--- src/rtl/alu_arbiter.sv ---
// Two-requester round-robin front end sharing a single registered ALU.
// Each operation is issued in IDLE, evaluated in EXEC and held in RESP until the consumer accepts it.

module alu_arbiter_alu #(
    parameter int WIDTH = 4
) (
    input  logic [WIDTH-1:0] i_a,
    input  logic [WIDTH-1:0] i_b,
    input  logic [3:0]       i_uc,
    output logic [WIDTH-1:0] o_result,
    output logic             o_n,
    output logic             o_z,
    output logic             o_c,
    output logic             o_v,
    output logic             o_err
);
    logic [WIDTH:0]     w_sum;
    logic [2*WIDTH-1:0] w_prod;

    always_comb begin
        o_result = '0;
        o_c      = 1'b0;
        o_v      = 1'b0;
        o_err    = 1'b0;
        w_sum    = '0;
        w_prod   = '0;
        case (i_uc)
            4'd0: begin
                w_sum    = {1'b0, i_a} + {1'b0, i_b};
                o_result = w_sum[WIDTH-1:0];
                o_c      = w_sum[WIDTH];
                o_v      = (i_a[WIDTH-1] == i_b[WIDTH-1]) && (o_result[WIDTH-1] != i_a[WIDTH-1]);
            end
            4'd1: begin
                o_result = i_a - i_b;
                o_c      = i_a < i_b;
                o_v      = (i_a[WIDTH-1] != i_b[WIDTH-1]) && (o_result[WIDTH-1] != i_a[WIDTH-1]);
            end
            4'd2: begin
                w_prod   = {{WIDTH{1'b0}}, i_a} * {{WIDTH{1'b0}}, i_b};
                o_result = w_prod[WIDTH-1:0];
                o_c      = |w_prod[2*WIDTH-1:WIDTH];
            end
            4'd3: begin
                if (i_b == '0) o_err = 1'b1;
                else           o_result = i_a / i_b;
            end
            4'd4: begin
                if (i_b == '0) o_err = 1'b1;
                else           o_result = i_a % i_b;
            end
            4'd5: o_result = i_a & i_b;
            4'd6: o_result = i_a | i_b;
            4'd7: o_result = i_a ^ i_b;
            4'd8: begin
                o_result = i_a << i_b;
                // carry flags any set bit of a pushed out of the top by the shift
                o_c      = |(i_a & ~({WIDTH{1'b1}} >> i_b));
            end
            default: o_err = 1'b1;
        endcase
        o_n = o_result[WIDTH-1];
        o_z = (o_result == '0);
    end
endmodule

module alu_arbiter #(
    parameter int WIDTH = 4
) (
    input  logic             clk,
    input  logic             rst_n,
    input  logic             r0_valid,
    input  logic             r1_valid,
    output logic             r0_ready,
    output logic             r1_ready,
    input  logic [WIDTH-1:0] r0_a,
    input  logic [WIDTH-1:0] r0_b,
    input  logic [WIDTH-1:0] r1_a,
    input  logic [WIDTH-1:0] r1_b,
    input  logic [3:0]       r0_uc,
    input  logic [3:0]       r1_uc,
    output logic             rsp_valid,
    input  logic             rsp_ready,
    output logic             rsp_id,
    output logic [WIDTH-1:0] rsp_result,
    output logic             rsp_n,
    output logic             rsp_z,
    output logic             rsp_c,
    output logic             rsp_v,
    output logic             rsp_err,
    output logic             busy
);
    typedef enum logic [1:0] {S_IDLE, S_EXEC, S_RESP} state_t;

    state_t           r_state;
    logic             r_prio;
    logic [WIDTH-1:0] r_a, r_b;
    logic [3:0]       r_uc;
    logic             r_id;
    logic             r_rsp_valid, r_rsp_id, r_n, r_z, r_c, r_v, r_err, r_busy;
    logic [WIDTH-1:0] r_result;

    logic             w_grant_id, w_take;
    logic [WIDTH-1:0] w_result;
    logic             w_n, w_z, w_c, w_v, w_err;

    // r_prio names the requester that wins when both are valid
    always_comb begin
        w_grant_id = (r0_valid && r1_valid) ? r_prio : r1_valid;
        w_take     = rst_n && (r_state == S_IDLE) && (r0_valid || r1_valid);
    end

    assign r0_ready = w_take && !w_grant_id;
    assign r1_ready = w_take &&  w_grant_id;

    alu_arbiter_alu #(.WIDTH(WIDTH)) u_alu (
        .i_a      (r_a),
        .i_b      (r_b),
        .i_uc     (r_uc),
        .o_result (w_result),
        .o_n      (w_n),
        .o_z      (w_z),
        .o_c      (w_c),
        .o_v      (w_v),
        .o_err    (w_err)
    );

    always_ff @(posedge clk or negedge rst_n) begin
        if (!rst_n) begin
            r_state     <= S_IDLE;
            r_prio      <= 1'b0;
            r_a         <= '0;
            r_b         <= '0;
            r_uc        <= '0;
            r_id        <= 1'b0;
            r_rsp_valid <= 1'b0;
            r_rsp_id    <= 1'b0;
            r_result    <= '0;
            r_n         <= 1'b0;
            r_z         <= 1'b0;
            r_c         <= 1'b0;
            r_v         <= 1'b0;
            r_err       <= 1'b0;
            r_busy      <= 1'b0;
        end else begin
            case (r_state)
                S_IDLE: begin
                    if (w_take) begin
                        r_a     <= w_grant_id ? r1_a  : r0_a;
                        r_b     <= w_grant_id ? r1_b  : r0_b;
                        r_uc    <= w_grant_id ? r1_uc : r0_uc;
                        r_id    <= w_grant_id;
                        r_prio  <= ~w_grant_id;
                        r_busy  <= 1'b1;
                        r_state <= S_EXEC;
                    end
                end
                S_EXEC: begin
                    r_result    <= w_result;
                    r_n         <= w_n;
                    r_z         <= w_z;
                    r_c         <= w_c;
                    r_v         <= w_v;
                    r_err       <= w_err;
                    r_rsp_id    <= r_id;
                    r_rsp_valid <= 1'b1;
                    r_state     <= S_RESP;
                end
                S_RESP: begin
                    if (rsp_ready) begin
                        r_rsp_valid <= 1'b0;
                        r_busy      <= 1'b0;
                        r_state     <= S_IDLE;
                    end
                end
                default: r_state <= S_IDLE;
            endcase
        end
    end

    assign rsp_valid  = r_rsp_valid;
    assign rsp_id     = r_rsp_id;
    assign rsp_result = r_result;
    assign rsp_n      = r_n;
    assign rsp_z      = r_z;
    assign rsp_c      = r_c;
    assign rsp_v      = r_v;
    assign rsp_err    = r_err;
    assign busy       = r_busy;
endmodule

--- config.mk ---
export PLATFORM = sky130hd
export DESIGN_NAME = alu_arbiter
export DESIGN_NICKNAME = d
export VERILOG_FILES = /design/src/rtl/alu_arbiter.sv
export SDC_FILE = /design/constraint.sdc
export NUM_CORES = 1
export LEC_CHECK = 0
export ABC_CLOCK_PERIOD_IN_PS = 4900
export CORE_MARGIN = 4
export CORE_UTILIZATION = 25
export CTS_BUF_LIST = sky130_fd_sc_hd__clkbuf_8 sky130_fd_sc_hd__clkbuf_16
export CTS_CLUSTER_DIAMETER = 80
export CTS_CLUSTER_SIZE = 20
export DETAILED_ROUTE_END_ITERATION = 16
export PLACE_DENSITY = 0.42
export SYNTH_ARGS = -nofsm -noshare
export SYNTH_HDL_FRONTEND = slang
export SYNTH_HIERARCHICAL = 1
export SYNTH_SLANG_ARGS = --single-unit
--- constraint.sdc ---
create_clock -name clk -period 4.9 [get_ports clk]
set_input_delay 0.735 -clock clk [delete_from_list [all_inputs] [get_ports clk]]
set_output_delay 0.735 -clock clk [all_outputs]
set_load 0.05 [all_outputs]
# Yosys cells after proc, flatten, opt, wreduce, memory -nomap -nowiden

Index checks and enable logic that the tools add are counted.

Input bits: 29
Logic and storage cells: 86
Bits in registers: 28

Order comparisons: 1
Bitwise logic cells: 6
Multiplexer cells: 18
Add/sub/neg operators: 2
Eq/ne operators: 16
Shift operators: 2
Divide/modulo/power cells: 2
Multiply operators: 1
Reduce and logical (&&, ||, !) cells: 23

Operators by type and width:

| operator                                       | count |
|---|---|
| one-hot mux 4 bit (9 select lines)             | 1 |
| two-way mux 4 bit                              | 5 |
| == test 4 x 3 -> 1 bit (second input constant) | 4 |
| zero test 4 bit                                | 3 |
| AND 4 bit                                      | 2 |
| == test 4 x 2 -> 1 bit (second input constant) | 2 |
| multiplier 4 x 4 -> 8 bit                      | 1 |
| one-hot mux 1 bit (2 select lines)             | 4 |
| OR reduction 4 bit                             | 2 |
| logical AND 1 bit                              | 7 |
| OR reduction 7 bit                             | 1 |
| one-hot mux 2 bit (3 select lines)             | 1 |
| AND reduction 2 bit                            | 3 |
| adder 4 x 4 -> 5 bit                           | 1 |
| divider 4 x 4 -> 4 bit                         | 1 |
| == test 4 x 1 -> 1 bit (second input constant) | 1 |
| == test 4 bit (second input constant)          | 1 |
| less-than comparator 4 bit                     | 1 |
| modulo 4 x 4 -> 4 bit                          | 1 |
| two-way mux 1 bit                              | 4 |
| two-way mux 2 bit                              | 2 |
| != test 2 bit (second input constant)          | 2 |
| NOT 4 bit                                      | 1 |
| OR 4 bit                                       | 1 |
| other kinds (16)                               | 19 |

# Longest topological paths before layout

Gate-level depths: netlist (run 1).

Depth in word-level cells: 5
Depth in mapped cells: 23

# Cells and area by module

Netlist (run 1), hierarchy kept.

By module, submodules not included:

| module          | times used | seq. area each (um^2) | area each (um^2) | cells each |
|---|---|---|---|---|
| alu_arbiter_alu | 1          | 0.0                   | 1918.1           | 244 |
| alu_arbiter     | 1          | 700.7                 | 1224.9           | 100 |

# Worst setup path after synthesis (run 1)

No wires, ideal clock.

Path kind: reg-to-reg
Start: register r_b[0]
End: register r_z, in the netlist rsp_z
Period minus slack after synthesis: 4927 ps
Setup slack: -27 ps
Data required time: 4775 ps
Arrival: 4803 ps
Library setup time: 125 ps
Stages on the path, launching flop included: 23
Path buffers: 1
Path through: dfrtp_1 -> buf_2 -> inv_1 -> ha_1 -> nor4b_1 -> a2bb2oi_1 -> ha_1 -> a21oi_1 -> o41ai_1 -> ha_1 -> o21ai_0 -> nor4bb_1 -> a21oi_1 -> o22ai_1 -> inv_1 -> ha_1 -> nand2_1 -> a21oi_1 -> a211oi_4 -> or4_2 -> nand3_1 -> nor4_2 -> mux2_2

Longest elaborated chain between the ends: 4

RTL lines:

| element                                       | RTL line | text |
|---|---|---|
| start: declaration                            | 97       | `logic [WIDTH-1:0] r_a, r_b;` |
| start signal: assignment                      | 150      | `r_b <= w_grant_id ? r1_b : r0_b;` |
| modulo 4 x 4 -> 4 bit (tied with other cells) | 50       | `else o_result = i_a % i_b;` |
| two-way mux 4 bit, on equally long branches   | 49, 45   |  |
| one-hot mux 4 bit (9 select lines) (*)        | 27       | `case (i_uc)` |
| named net w_result[0]                         | 104      | `logic [WIDTH-1:0] w_result;` |
| zero test 4 bit (*)                           | 63       | `o_z = (o_result == '0);` |
| named net w_z                                 | 105      | `logic w_n, w_z, w_c, w_v, w_err;` |
| end signal: assignment                        | 161      | `r_z <= w_z;` |
| end: declaration                              | 100      | `logic r_rsp_valid, r_rsp_id, r_n, r_z, r_c, r_v, r_err, r_busy;` |

The timed path passes the listed nets; every way through them passes the cells marked *.
A chain may end at the register's enable or synchronous reset.

# Worst setup path after layout (run 1)

Same ends and word-level chain as after synthesis.

==> results of run 1 <==
cell families after synthesis:
group	count (synthesis)	share of synthesized area, %
simple gates	107	19.7
compound gates	98	24.3
buf+inv	47	7.96
fa+ha+maj	44	19.2
flops	28	22.3
mux	14	4.86
xor+xnor	6	1.67
through the flow:
stage	TNS (ns)	area [µm²]	setup WS, ns
3_3_place_gp	0	3740	0.239
3_5_place_dp	-0.00602	3740	-0.00602
6_report	0	3990	0.160
4_1_cts	0	3860	0.00316
5_1_grt	-0.0495	3990	-0.0495
2_1_floorplan	0	3160	0.0416
flip-flops by register name (all words and copies together) (netlist names):
| name | flops |
|---|---|
| rsp_id | 1 |
| rsp_v | 1 |
| rsp_z | 1 |
| rsp_c | 1 |
| busy | 1 |
| r_b | 4 |
| r_id | 1 |
| rsp_n | 1 |
| r_prio | 1 |
| rsp_valid | 1 |
| rsp_err | 1 |
| r_uc | 4 |
| rsp_result | 4 |
| r_state | 2 |
| r_a | 4 |
synthesized netlist by cell type (all sizes together), types with 4 or more instances:
cell / instances / area, µm²
nand3: 4 / 20.0
a31oi: 7 / 43.8
a211o: 4 / 35.0
nor2b: 9 / 56.3
nor4: 4 / 61.3
inv: 27 / 101
ha: 37 / 463
mux2i: 4 / 40.0
o22ai: 4 / 31.3
o31ai: 5 / 37.5
xor2: 4 / 35.0
buf: 15 / 110
nor2: 19 / 71.3
nand2: 30 / 113
a21o: 6 / 45.0
nor3: 19 / 100
fa: 7 / 140
o21a: 4 / 30.0
mux2: 10 / 113
a221o: 12 / 120
dfrtp: 28 / 701
o21ai: 17 / 85.1
a21oi: 13 / 68.8
clkbuf: 5 / 38.8
routing by layer:
layer | vias to the layer above | wire length (µm) | GRT usage (%)
li1 | 1360 | - | -
met1 | 1340 | 4420 | 17.7
met2 | 67 | 4360 | 21.5
met3 | 10 | 368 | 2.31
met4 | 0 | 110 | 2.15
met5 | - | 0 | 0
final timing paths:
kind / slack, ns / endpoint / start
max: 0.16 / rsp_z / r_b[0]
min: 0.47 / r_id / r_id
max reg2reg: 0.16 / rsp_z / r_b[0]
min reg2reg: 0.47 / r_id / r_id
max in group asynchronous: 3.74 / rsp_z / rst_n
min in group asynchronous: 0.89 / rsp_id / rst_n
layout make-up:
| cell class | count | area [µm²] | share of cell area, % |
|---|---|---|---|
| multi-input combinational | 269 | 2310 | 57.8 |
| sequential | 28 | 701 | 17.6 |
| timing repair buffer | 60 | 563 | 14.1 |
| tap | 168 | 210 | 5.27 |
| inverter | 27 | 101 | 2.54 |
| clock buffer | 3 | 75.1 | 1.88 |
| clock inverter | 1 | 30.0 | 0.753 |
repair_timing:
action / CTS / global route
buffers inserted: 0 / 5
hold buffers: 0 / 0
setup endpoints to repair: 1 / 6
resized for setup: 3 / 17
cloned: 0 / 0
pin swaps: 2 / 14
==> out/metrics.yaml, run 1 <==
cp_top_family: "compound AO/OA/AOI/OAI gates"
hold_viol_final: 0
drt-vias-per-instance: 4.99
wire_per_inst_um: 16.7
first_pass_iters: 4
drc: 0
vias: 2777
syn_nets: 417
grt_pass1_vias: 2881
clkTransAtPathRegs_ns: 0.07
path_class: "flop to flop"
ios: 43
drive_above_1_share_pct: 17.3
tritoncts: "done"
n_antenna_cell: 0
status: "finished, final reports clean"
wl_um: 9260
setup_viol: 0
io_buffer_count: 42
worst-path-stages: 19
hpwl_um: 7130
path_cells: "inv_2, ha_2, nor4b_4, a2bb2oi_2, ha_4, o21ai_0, o31ai_1, o41ai_2, ha_1, buf_4, o31ai_2, o22ai_2, fa_1, a21oi_2, a211oi_4, or4_2, nand3_1, nor4_2, mux2_4"
cts_root_buf: "clkbuf_16"
ys_types: 67
cts.path.max_buffers: 2
fmax_mhz: 211
slowest_stage: "or4_2"
grt_max_degree: 29
start_util_pct: 25.8
nFillCells: 1273
slew_viol_final: 0
dieArea_mm2: 0.0144
hold_ws_ns: 0.473
synthFlopType: "dfrtp_1"
ant_nets: 0
grt_usage_pct: 12.9
max-slew-margin-rel_pct: 36.3
cts_inserted_buffers: 3
area_growth_pct: 26.8
final_common_cell: "clkdlybuf4s50_1"
globalRoute.totalOverflow: 0
seq_area_frac_synth_pct: 22.3
grt_pass1_wl_um: 15300
cts_sinks: 28
worstRegToRegCells: 19
start_kind: "flop"
synthArstFlopShare_pct: 100
netlist_instances: 344
max_stage_delay_ns: 0.61
gp_congestion: 0.842
layoutNonFillerInstCount: 556
synth_edf_count: 0
dp.cells: 547
ys_ff_latch: 28
final_core_util_pct: 32.8
cp_max_fo: 7
cp_num_buf_inv: 2
num_rows: 40
core_area_mm2: 0.0122
hold_path_class: "flop to flop"
synth_area_mm2: 0.00314
syn_avg_cell_area_um2: 9.14
fp.dieW_um: 120
htree_levels: 1
layout_common_cells: "clkdlybuf4s50_1, ha_1, nand2_1"
crit_required_ns: 5.04
worstHoldPathCells: 1
drtIter0Drc: 123
worstMarginPinSlew_ns: 0.953
drv_cap: 0
ys_warn_count: 6
period_needed_ns: 4.74
nNetsFinal: 462
min_period_over_period_pct: 96.7
antenna_found_initial: 0
skew_ns: 0.00841
insertion_delay_ns: 0.27
die_h_um: 120
critPathCaptureType: "flop"
cp.arrival_ns: 4.89
Power of run 1 is left out: the tool's default activity adds up to more than one toggle a clock period on the data nets, which glitch-free logic cannot reach.
==> run 2, diff against run 1 <==
- CORE_MARGIN: 4 -> default
==> out/metrics.yaml, run 2 (same netlist as run 1, synthesis figures left out) <==
final_core_util_pct: 32.6  # was 32.8%
path_cells: "inv_1, ha_1, nor4b_4, a2bb2oi_2, ha_4, o21ai_0, o31ai_1, o41ai_2, ha_1, o31ai_1, o22ai_4, fa_1, a21oi_2, a211oi_4, or4_2, nand3_2, nor4_2, mux2_2"  # was inv_2, ha_2, nor4b_4, a2bb2oi_2, ha_4, o21ai_0, o31ai_1, o41ai_2, ha_1, buf_4, o31ai_2, o22ai_2, fa_1, a21oi_2, a211oi_4, or4_2, nand3_1, nor4_2, mux2_4
start_kind: "flop"  # unchanged
cts_inserted_buffers: 3  # unchanged
gp_congestion: 0.811  # was 0.842
core_area_mm2: 0.0121  # was 0.0122 mm²
cts_root_buf: "clkbuf_16"  # unchanged
insertion_delay_ns: 0.27  # about the same
max_stage_delay_ns: 0.64  # was 0.61 ns
io_buffer_count: 42  # unchanged
drt-vias-per-instance: 4.99  # about the same
globalRoute.totalOverflow: 0  # unchanged
htree_levels: 1  # unchanged
wire_per_inst_um: 16.9  # was 16.7 µm
dieArea_mm2: 0.0130  # was 0.0144 mm²
drc: 0  # unchanged
cp.arrival_ns: 4.75  # was 4.89 ns
num_rows: 40  # unchanged
layout_common_cells: "clkdlybuf4s50_1, ha_1, nand2_1"  # unchanged
hpwl_um: 7320  # was 7130 µm
register_area_um2: 701  # unchanged
vias: 2763  # was 2777
area_growth_pct: 25.7  # was 26.8%
cts_sinks: 28  # unchanged
grt_pass1_vias: 2837  # was 2881
start_util_pct: 26.0  # was 25.8%
rsz0062_at_grt: "false"
cp_max_fo: 7  # unchanged
drtIter0Drc: 117  # was 123
hold_path_class: "flop to flop"  # unchanged
cp_top_family: "compound AO/OA/AOI/OAI gates"  # unchanged
die_h_um: 114  # was 120 µm
tritoncts: "done"  # unchanged
fmax_mhz: 218  # was 211 MHz
nNetsFinal: 460  # was 462
n_antenna_cell: 0  # unchanged
dpl_worst_slack_ns: 0.0891  # was -0.00602 ns
cp_num_buf_inv: 1  # was 2
grt_usage_pct: 15.2  # was 12.9%
slowest_stage: "or4_2"  # unchanged
critPathCaptureType: "flop"  # unchanged
skew_ns: 0.00721  # was 0.00841 ns
final_common_cell: "clkdlybuf4s50_1"  # unchanged
path_class: "flop to flop"  # unchanged
drive_above_1_share_pct: 16.1  # was 17.3%
clkTransAtPathRegs_ns: 0.07  # about the same
min_period_over_period_pct: 93.7  # was 96.7%
ios: 43  # unchanged
multi_input_area_mm2: 0.00228  # was 0.00231 mm²
antenna_found_initial: 0  # unchanged
tns_ns: 0  # unchanged
status: "finished, final reports clean"  # unchanged
setup_viol: 0  # unchanged
first_pass_iters: 5  # was 4
wl_um: 9390  # was 9260 µm
drv_cap: 0  # unchanged
max-slew-margin-rel_pct: 35.5  # was 36.3%
crit_required_ns: 5.06  # was 5.04 ns
nFillCells: 1306  # was 1273
fin_ws_ns: 0.306  # was 0.160 ns
grt_max_degree: 29  # unchanged
hold_viol_final: 0  # unchanged
ant_nets: 0  # unchanged
slew_viol_final: 0  # unchanged
cts.path.max_buffers: 2  # unchanged
period_needed_ns: 4.59  # was 4.74 ns
fp.dieW_um: 114  # was 120 µm
grt_pass1_wl_um: 15600  # was 15300 µm
worstMarginPinSlew_ns: 0.965  # was 0.953 ns
-- run 2: final cells by class --
cell class | instances | area share, %
Clock buffer | 3 | 1.90
Timing Repair Buffer | 58 | 13.9
Clock inverter | 1 | 0.760
Tap cell | 168 | 5.32
Multi-Input combinational cell | 269 | 57.8
Sequential cell | 28 | 17.7
Inverter | 27 | 2.57
-- run 2: worst paths after layout --
path / startpoint / end / slack [ns] / depth (start not counted)
min in group asynchronous: rst_n / rsp_id / 0.87 / 2
min: r_id / r_id / 0.47 / 1
max reg2reg: r_b[0] / rsp_z / 0.31 / 18
max: r_b[0] / rsp_z / 0.31 / 18
min reg2reg: r_id / r_id / 0.47 / 1
max in group asynchronous: rst_n / r_b[3] / 3.76 / 2
-- run 2: layer usage --
layer / vias up / track usage, % / wire [µm]
met1: 1330 / 22.0 / 4610
li1: 1353 / - / -
met5: - / 0 / 0
met3: 6 / 1.54 / 382
met2: 74 / 24.6 / 4340
met4: 0 / 2.51 / 52
-- run 2: what timing repair did --
action,in CTS,in global routing
hold buffers,0,0
gates resized for setup,0,14
buffers inserted,0,0
endpoints found under the setup margin,0,6
-- run 2: stage by stage --
step                      std cells  cell area (µm²)  hold slack [ns]
final                           554             3950            0.474
after global routing            554             3950            0.524
after CTS                       554             3870            0.481
after detailed placement        550             3760            0.463
after global placement          550             3760            0.463
after floorplan                 344             3160            0.439
Power of run 2 is left out for the same reason.
